`src/rtl/bit_serializer.sv`:
```
// bit_serializer: one-word-buffered parallel-to-serial front end, idle-high line; BIT_SERIALIZER_LSB_FIRST_EN selects LSB-first order.
module bit_serializer #(
  parameter int DATA_W = 8
) (
  input  logic              clk,
  input  logic              rst,
  input  logic [DATA_W-1:0] in_data,
  input  logic              in_valid,
  output logic              in_ready,
  output logic              ser_out,
  output logic              ser_valid,
  output logic              ser_last,
  output logic              busy
);
  localparam int CW = $clog2(DATA_W);
  localparam logic IDLE  = 1'b0;
  localparam logic SHIFT = 1'b1;
  logic              state;
  logic              hold_valid;
  logic [DATA_W-1:0] hold;
  logic [DATA_W-1:0] sh;
  logic [DATA_W-1:0] sh_next;
  logic [CW-1:0]     cnt;
  logic              at_last;
  logic              load;
  logic              head;
`ifdef BIT_SERIALIZER_LSB_FIRST_EN
  assign head    = sh[0];
  assign sh_next = {1'b1, sh[DATA_W-1:1]};
`else
  assign head    = sh[DATA_W-1];
  assign sh_next = {sh[DATA_W-2:0], 1'b1};
`endif
  assign at_last   = cnt == CW'(DATA_W - 1);
  // a held word moves into the shifter from idle or on the last bit, so words run back to back
  assign load      = hold_valid && (state == IDLE || at_last);
  assign in_ready  = !hold_valid && !rst;
  assign ser_valid = state == SHIFT;
  assign ser_out   = (state == SHIFT) ? head : 1'b1;
  assign ser_last  = state == SHIFT && at_last;
  assign busy      = state == SHIFT || hold_valid;
  always_ff @(posedge clk or posedge rst) begin
    if (rst) begin
      state      <= IDLE;
      hold_valid <= 1'b0;
      hold       <= '0;
      sh         <= '1;
      cnt        <= '0;
    end else begin
      if (in_valid && !hold_valid) begin
        hold       <= in_data;
        hold_valid <= 1'b1;
      end
      if (state == SHIFT) begin
        sh  <= sh_next;
        cnt <= cnt + 1'b1;
      end
      if (load) begin
        sh         <= hold;
        hold_valid <= 1'b0;
        cnt        <= '0;
        state      <= SHIFT;
      end else if (state == SHIFT && at_last) begin
        state <= IDLE;
      end
    end
  end
endmodule

```
`config.mk`:
```
export PLATFORM = sky130hd
export DESIGN_NAME = bit_serializer
export DESIGN_NICKNAME = d
export VERILOG_FILES = /design/src/rtl/bit_serializer.sv
export SDC_FILE = /design/constraint.sdc
export NUM_CORES = 1
export LEC_CHECK = 0
export CORE_MARGIN = 10
export CORE_UTILIZATION = 51
export CTS_CLUSTER_DIAMETER = 150
export CTS_CLUSTER_SIZE = 12
export DETAILED_ROUTE_END_ITERATION = 7
export PLACE_DENSITY = 0.74
export SETUP_SLACK_MARGIN = 0.15
export SYNTH_ARGS = -nofsm -noshare
export SYNTH_HDL_FRONTEND = slang
export SYNTH_SLANG_ARGS = --single-unit
```
`constraint.sdc`:
```
create_clock -name clk -period 1.8 [get_ports clk]
set_input_delay 0.54 -clock clk [delete_from_list [all_inputs] [get_ports clk]]
set_output_delay 0.54 -clock clk [all_outputs]
set_load 0.1 [all_outputs]
```
## Word level (Yosys, flattened, before mapping)

Cells that the tools add are included.

- Mux-type cells: 9
- $add $sub $neg: 1
- Equality and inequality tests: 1
- Bitwise gates (word level): 1
- Reduce and logical (&&, ||, !) cells: 11

Operators by type and width:

| cell | number |
|---|---|
| 8-bit two-way mux | 2 |
| 3-bit two-way mux | 2 |
| 2-bit nonzero test | 3 |
| 1-bit two-way mux | 5 |
| 1-bit logical AND | 4 |
| 3-bit by 1-bit adder with 3-bit output, second input constant | 1 |
| 3-bit == test, second input constant | 1 |
| 1-bit logical NOT | 2 |
| 1-bit logical OR | 2 |
| 1-bit NOT | 1 |

- Output and inout port bits: 5
- Flip-flop bits (word level): 21
- Input bits: 11
- Word-level logic and storage cells: 28

## Depth between registers and ports, before layout

Gate-level depths: netlist (run 1).

- Depth in word-level cells: 4
- Mapped depth: 6

## Worst setup path after synthesis (run 1)

Ideal clock, no wire load.

- Kind: register to output
- Start: register state (netlist: ser_valid)
- End: output port ser_out
- Buffers on the path: 2
- Stages on the path, launching flop included: 4
- Data arrival time: 1.939 ns
- Slack: -0.679 ns
- Path through: dfrtp_1 buf_6 clkbuf_8 or2b_1

- Cells in the longest elaborated chain, start to end: 1

RTL lines:

| what | line | text |
|---|---|---|
| start, declared | 18 | `logic state;` |
| start signal, assigned | 44 | `state <= IDLE;` |
| start signal, assigned | 62 | `state <= SHIFT;` |
| start signal, assigned | 64 | `state <= IDLE;` |
| 1-bit two-way mux | 39 | `assign ser_out = (state == SHIFT) ? head : 1'b1;` |
| end, declared | 10 | `output logic ser_out,` |

Every way passes these cells.

## Final worst setup path (run 1)

- Start: register cnt[0]
- End: output port ser_last

- Cells in the longest elaborated chain, start to end: 2

RTL lines:

| what | line | text |
|---|---|---|
| start, declared | 23 | `logic [CW-1:0] cnt;` |
| start signal, assigned | 56 | `cnt <= cnt + 1'b1;` |
| 3-bit == test | 34 | `assign at_last = cnt == CW'(DATA_W - 1);` |
| 1-bit logical AND | 40 | `assign ser_last = state == SHIFT && at_last;` |
| end, declared | 12 | `output logic ser_last,` |

Every way passes these cells.

==> results of run 1 <==
==> worst max-delay path, cell delays in order (launching register included) <==
cell     delay (ps)
dfrtp_1         400
ha_2            200
ha_4            160
and2_4          130
buf_12          160
==> worst min path at each step <==
stage / start / slack [ps] / end
finish: rst / 400 / cnt[2]$_DFFE_PP0P_
global route: rst / 430 / ser_valid$_DFFE_PP0P_
CTS: rst / 420 / ser_valid$_DFFE_PP0P_
detailed placement: hold[0]$_DFFE_PP0P_ / 480 / sh[0]$_DFFE_PP1P_
global placement: hold[0]$_DFFE_PP0P_ / 470 / sh[0]$_DFFE_PP1P_
floorplan: hold[0]$_DFFE_PP0P_ / 460 / sh[0]$_DFFE_PP1P_
==> synthesized netlist by cell type (all sizes together) <==
library cell   n  share of area [%]
a211o          7                6.9
a21o           1               0.86
and2           1               0.74
and2b          3                2.6
buf            4                2.8
clkbuf         1                1.3
dfrtp         13                 32
dfstp          8                 21
ha             2                2.5
inv            1               0.37
mux2           8                8.8
mux2i          2                2.0
nand2          3                1.1
nand2b         2                1.2
nor2           1               0.37
nor2b          6                3.7
o21ai          2               0.98
o221a          7                7.7
o22a           1               0.86
o22ai          1               0.61
or2            1               0.61
or2b           1               0.74
xnor2          1               0.86
==> routing by layer <==
layer  track usage [%]  vias up  share of wire (%)
met5                 0        -                  0
li1                  -      339                  -
met3              2.92        4                5.3
met1              12.4      352                 45
met4              4.01        0               0.95
met2              17.2       18                 49
==> layout make-up <==
| cell class | count | area (sq um) | share of cell area, % |
|---|---|---|---|
| clock buffers | 3 | 22.5 | 1.60 |
| clock inverters | 1 | 5.00 | 0.355 |
| inverters | 1 | 3.75 | 0.266 |
| multi-input cells | 50 | 479 | 34.0 |
| flip-flops and latches | 21 | 539 | 38.2 |
| well taps | 27 | 33.8 | 2.39 |
| repair buffers | 30 | 328 | 23.2 |
==> through the flow <==
step	setup WS (ps)	utilization, %
floorplan	-79.6	-
CTS	-115	71.6
detailed placement	-61.4	66.0
finish	-93.7	72.7
global route	-143	72.7
global placement	-32.8	66.0
==> sequential cells by signal, summed over array words and instances, names as in the netlist <==
register,flops
hold,8
sh,8
cnt,3
hold_valid,1
ser_valid,1
==> power by group <==
group / internal (mW) / switching, mW / total, mW
sequential: 0.786 / 0.159 / 0.944
combinational: 1.01 / 0.946 / 1.96
clock: 0.0829 / 0.144 / 0.227
==> timing repair <==
action / CTS / global route
endpoints found under the setup margin: 5 / 13
setup buffers: 7 / 1
pin swaps: 4 / 2
hold buffers: 0 / 0
resized for setup: 9 / 3
==> cells by family (layout without fill, tap and decap cells) <==
family	after synthesis	in the layout	share of synthesized area [%]
and+or+nand+nor	18	18	11.0
adders and majority gates	2	2	2.45
buffers and inverters	6	35	4.53
muxes	10	10	10.8
AOI/OAI and AO/OA	19	19	17.9
DFF	21	21	52.5
xor gates and xnor gates	1	1	0.858
==> flow_summary.toml, run 1 <==
[run_status]
status = "complete, but fails checks"
violations = "negative setup slack"

[critical_path]
worstPathMaxFanout = 2
crit_end = "ser_last"
reg2reg_depth = 7
reg2reg_to = "sh[3]$_DFFE_PP1P_"
critical_path_class = "flip-flop to primary output"
crit_arrival_ps = 1350
r2r-start = "cnt[0]$_DFFE_PP0P_"
cp-end-kind = "primary output"
rrSetupSlack_ps = 190
crit_path_start_kind = "flip-flop"
crit_start = "cnt[0]$_DFFE_PP0P_"
cp.required_ps = 1260

[final_layout]
layoutNonFillerInstCount = 133
area_delta_synth_final_pct = 38.2
final_common_cell = "dfrtp_1"
diodes = 0
final_nets = 120
final_cell_area_sq_um = 1410
fillers = 148
drive_above_1_share_pct = 63.2
mostFrequentLayoutCells = "dfrtp_1 (12), buf_4 (11), clkdlybuf4s50_1 (9)"

[sta]
rsz0062_at_grt = "true"
tns_ps = -97.0
period_minus_slack_ps = 1890
slew_headroom_pct = 82.6
setup_viol = 2
finalMaxSlewViolations = 0
hold_slack_ps = 398
worst_pin_slew_ps = 261
final.setup.worst_slack_ps = -93.7
clock.fmax_ghz = 0.528
skew_ps = 1.59
period_share_pct = 105
hold_viol = 0

[synthesis]
yosys_warnings = 0
synth_area_per_cell_sq_um = 13.3
syn_nets = 90
yosysSeqAreaShare_pct = 52.5
yosys.cell_types.count = 25
syn-cell-area_sq_um = 1020
ys_ff_latch = 21
synthCells = 77

[clocking]
cts_root_buffer = "clkbuf_4"
clk_path_buf_depth = 2
cts.clk_slew.worst_paths_ps = 120
numCtsBuffers = 3
cts.sinks = 21
clk_latency_ps = 300
h-tree-depth = 1
cts_tree = "built"

[global_routing]
overflow = 0
grt_pass1_wl_microns = 3570
antenna_found_initial = 0
grt_max_degree = 22
grt_util_all_layers_pct = 10.4
grt_pass1_vias = 767

[power_and_ir_drop]
p_per_area_nw_per_um2 = 2220
power_mw = 3.13
power.leakage_nw = 0.602
ir_worst_vdd_mv = 1.38

[place]
io_buffers = 15
gp_congestion = 0.718
place_area_sq_um = 1280
dp_hpwl_microns = 1420
dp_cells = 121

[route]
drt_iter0_drc = 21
vias = 713
drt_first_pass_iters = 4
routed_wl_microns = 2110
via_per_inst = 5.36
wl_per_cell_microns = 15.9
post-route-drc-count = 0
antenna_left = 0

[floorplan]
die_w_microns = 64.7
initial_core_util_pct = 52.6
top_level_ports = 16
die_h_microns = 64.7
fp-row-count = 16
die_area_sq_um = 4190
coreArea_sq_um = 1940

[flow_run]
max_cap_violations = 0

[hold_path]
hp-class = "input port to asynchronous set/reset pin"
(Power assumes the default switching activity.)
==> run 2: changes to the inputs <==
--- a/config.mk
+++ b/config.mk
@@ -5,8 +5,11 @@
 export SDC_FILE = /design/constraint.sdc
 export NUM_CORES = 1
 export LEC_CHECK = 0
+export CELL_PAD_IN_SITES_DETAIL_PLACEMENT = 1
+export CELL_PAD_IN_SITES_GLOBAL_PLACEMENT = 2
+export CORE_ASPECT_RATIO = 1.75
 export CORE_MARGIN = 10
-export CORE_UTILIZATION = 51
+export CORE_UTILIZATION = 35
 export CTS_CLUSTER_DIAMETER = 150
 export CTS_CLUSTER_SIZE = 12
 export DETAILED_ROUTE_END_ITERATION = 7
@@ -15,3 +18,4 @@
 export SYNTH_ARGS = -nofsm -noshare
 export SYNTH_HDL_FRONTEND = slang
 export SYNTH_SLANG_ARGS = --single-unit
+export TNS_END_PERCENT = 5
==> run 2 against run 1 <==
Compared with the run above:
- the flow still finishes with violations (negative setup slack)
- die area rose by 33%
- register-to-register slack improved by 60 ps
- via count down 2.4%
- total power fell by 2.6%
- cell count is 5.3% lower
==> flow_summary.toml, run 2 (synthesis results as in run 1) <==
[run_status]
status = "complete, but fails checks"
violations = "negative setup slack"

[final_layout]
drive_above_1_share_pct = 59.6
mostFrequentLayoutCells = "dfrtp_1 (12), clkdlybuf4s50_1 (9), mux2_2 (8), dfstp_2 (8)"
final_cell_area_sq_um = 1370
largest_registers = "hold: 8 flops, sh: 8 flops, cnt: 3 flops"
final_common_cell = "dfrtp_1"
area_delta_synth_final_pct = 33.8
utilization_pct = 49.6
diodes = 0
final_nets = 113
fillers = 286

[floorplan]
die_area_sq_um = 5560
die_w_microns = 60.8
die_h_microns = 91.4
initial_core_util_pct = 37.1
fp-row-count = 25
top_level_ports = 16
coreArea_sq_um = 2750

[critical_path]
cp.required_ps = 1260
crit_arrival_ps = 1320
cpPeakStageDelay_ps = 390
critical_path_class = "flip-flop to primary output"
cp_slowest_cell = "dfrtp_1"
worstPathMaxFanout = 2
crit_path_start_kind = "flip-flop"
cp-end-kind = "primary output"
path_cells = "ha_2, ha_4, and2_4, buf_12"
rrSetupSlack_ps = 250

[global_routing]
overflow = 0
grt_pass1_vias = 756
met3_usage_pct = 3.63
antenna_found_initial = 0
grt_util_met2_pct = 12.8
grt_util_all_layers_pct = 8.36
grt_pass1_wl_microns = 3570
grt_max_degree = 22
grt_use_met1_pct = 9.29
busiest_layer = "met2"

[clocking]
h-tree-depth = 1
cts.clk_slew.worst_paths_ps = 80
clk_path_buf_depth = 2
cts.sinks = 21
numCtsBuffers = 3
clk_latency_ps = 260
cts_root_buffer = "clkbuf_8"
ctsHoldBuffers = 0
cts_tree = "built"

[sta]
clock.fmax_ghz = 0.539
period_minus_slack_ps = 1860
worst_pin_slew_ps = 276
final.setup.worst_slack_ps = -56.0
rsz0062_at_grt = "true"
hold_viol = 0
setup_viol = 2
tns_ps = -73.1
period_share_pct = 103
skew_ps = 3.42
finalMaxSlewViolations = 0
slew_headroom_pct = 81.6

[place]
io_buffers = 15
place_area_sq_um = 1270
post-place-ws_ps = -60.1
dp_hpwl_microns = 1500
gp_congestion = 0.667

[power_and_ir_drop]
ir_worst_vdd_mv = 0.838
power.leakage_nw = 0.573
p_per_area_nw_per_um2 = 2230

[route]
routed_wl_microns = 2080
vias = 696
antenna_left = 0
drt_first_pass_iters = 2
wl_per_cell_microns = 16.5
drt_iter0_drc = 10
via_per_inst = 5.52
post-route-drc-count = 0

[hold_path]
hp-class = "input port to asynchronous set/reset pin"

[flow_run]
max_cap_violations = 0
run 2: changes by cell type in the layout (fill, tap and decap cells not counted):
cell | before | now
clkbuf_8 | 0 | 3
clkbuf_4 | 3 | 0
nand2b_1 | 1 | 2
nand2b_4 | 1 | 0
buf_4 | 11 | 6
buf_6 | 4 | 1
buf_8 | 0 | 1
run 2: layout make-up:
type / instances / area, sq um / area share (%)
Multi-Input combinational cell: 50 / 472 / 34.5
Clock inverter: 1 / 5.00 / 0.366
Sequential cell: 21 / 539 / 39.5
Clock buffer: 3 / 41.3 / 3.02
Inverter: 1 / 3.75 / 0.275
Timing Repair Buffer: 23 / 272 / 19.9
Tap cell: 27 / 33.8 / 2.47
run 2: through the flow:
| step | power [mW] | hold slack (ps) | cells |
|---|---|---|---|
| after global placement | 2.62 | 471 | 120 |
| after global routing | 3.29 | 475 | 126 |
| final | 3.05 | 456 | 126 |
| after CTS | 3.07 | 470 | 126 |
| after floorplan | 2.21 | 458 | 77 |
| after detailed placement | 2.66 | 488 | 120 |
run 2: worst max-delay path: cells and delay by family, from the launching register on:
kind          cells  cell delay [ps]
fa+ha+maj         2              350
flops             1              390
buf+inv           1              160
simple gates      1              150
run 2: worst paths after layout:
check,end,cells past startpoint,startpoint
max reg2reg,sh[6]$_DFFE_PP1P_,6,cnt[0]$_DFFE_PP0P_
min reg2reg,sh[0]$_DFFE_PP1P_,1,hold[0]$_DFFE_PP0P_
min in group clk,sh[0]$_DFFE_PP1P_,1,hold[0]$_DFFE_PP0P_
max,ser_last,4,cnt[0]$_DFFE_PP0P_
min,cnt[0]$_DFFE_PP0P_,3,rst
max in group asynchronous,sh[0]$_DFFE_PP1P_,3,rst
run 2: what timing repair did:
action | 4_1_cts | 5_1_grt
setup endpoints to repair | 4 | 10
pin swaps | 4 | 1
buffers inserted | 2 | 0
resized for setup | 8 | 2
run 2: per-layer routing:
metal / wire length, microns / vias to the layer above
met1: 828 / 354
met2: 1070 / 12
met3: 127 / 6
li1: - / 324
met5: 0 / -
met4: 48 / 0
run 2: power by group:
group | leakage [nW] | internal, mW | switching [mW] | total [mW]
sequential | 0.233 | 0.787 | 0.143 | 0.930
clock | 0.0255 | 0.154 | 0.159 | 0.313
combinational | 0.314 | 0.906 | 0.898 | 1.80
total | 0.573 | 1.85 | 1.20 | 3.05
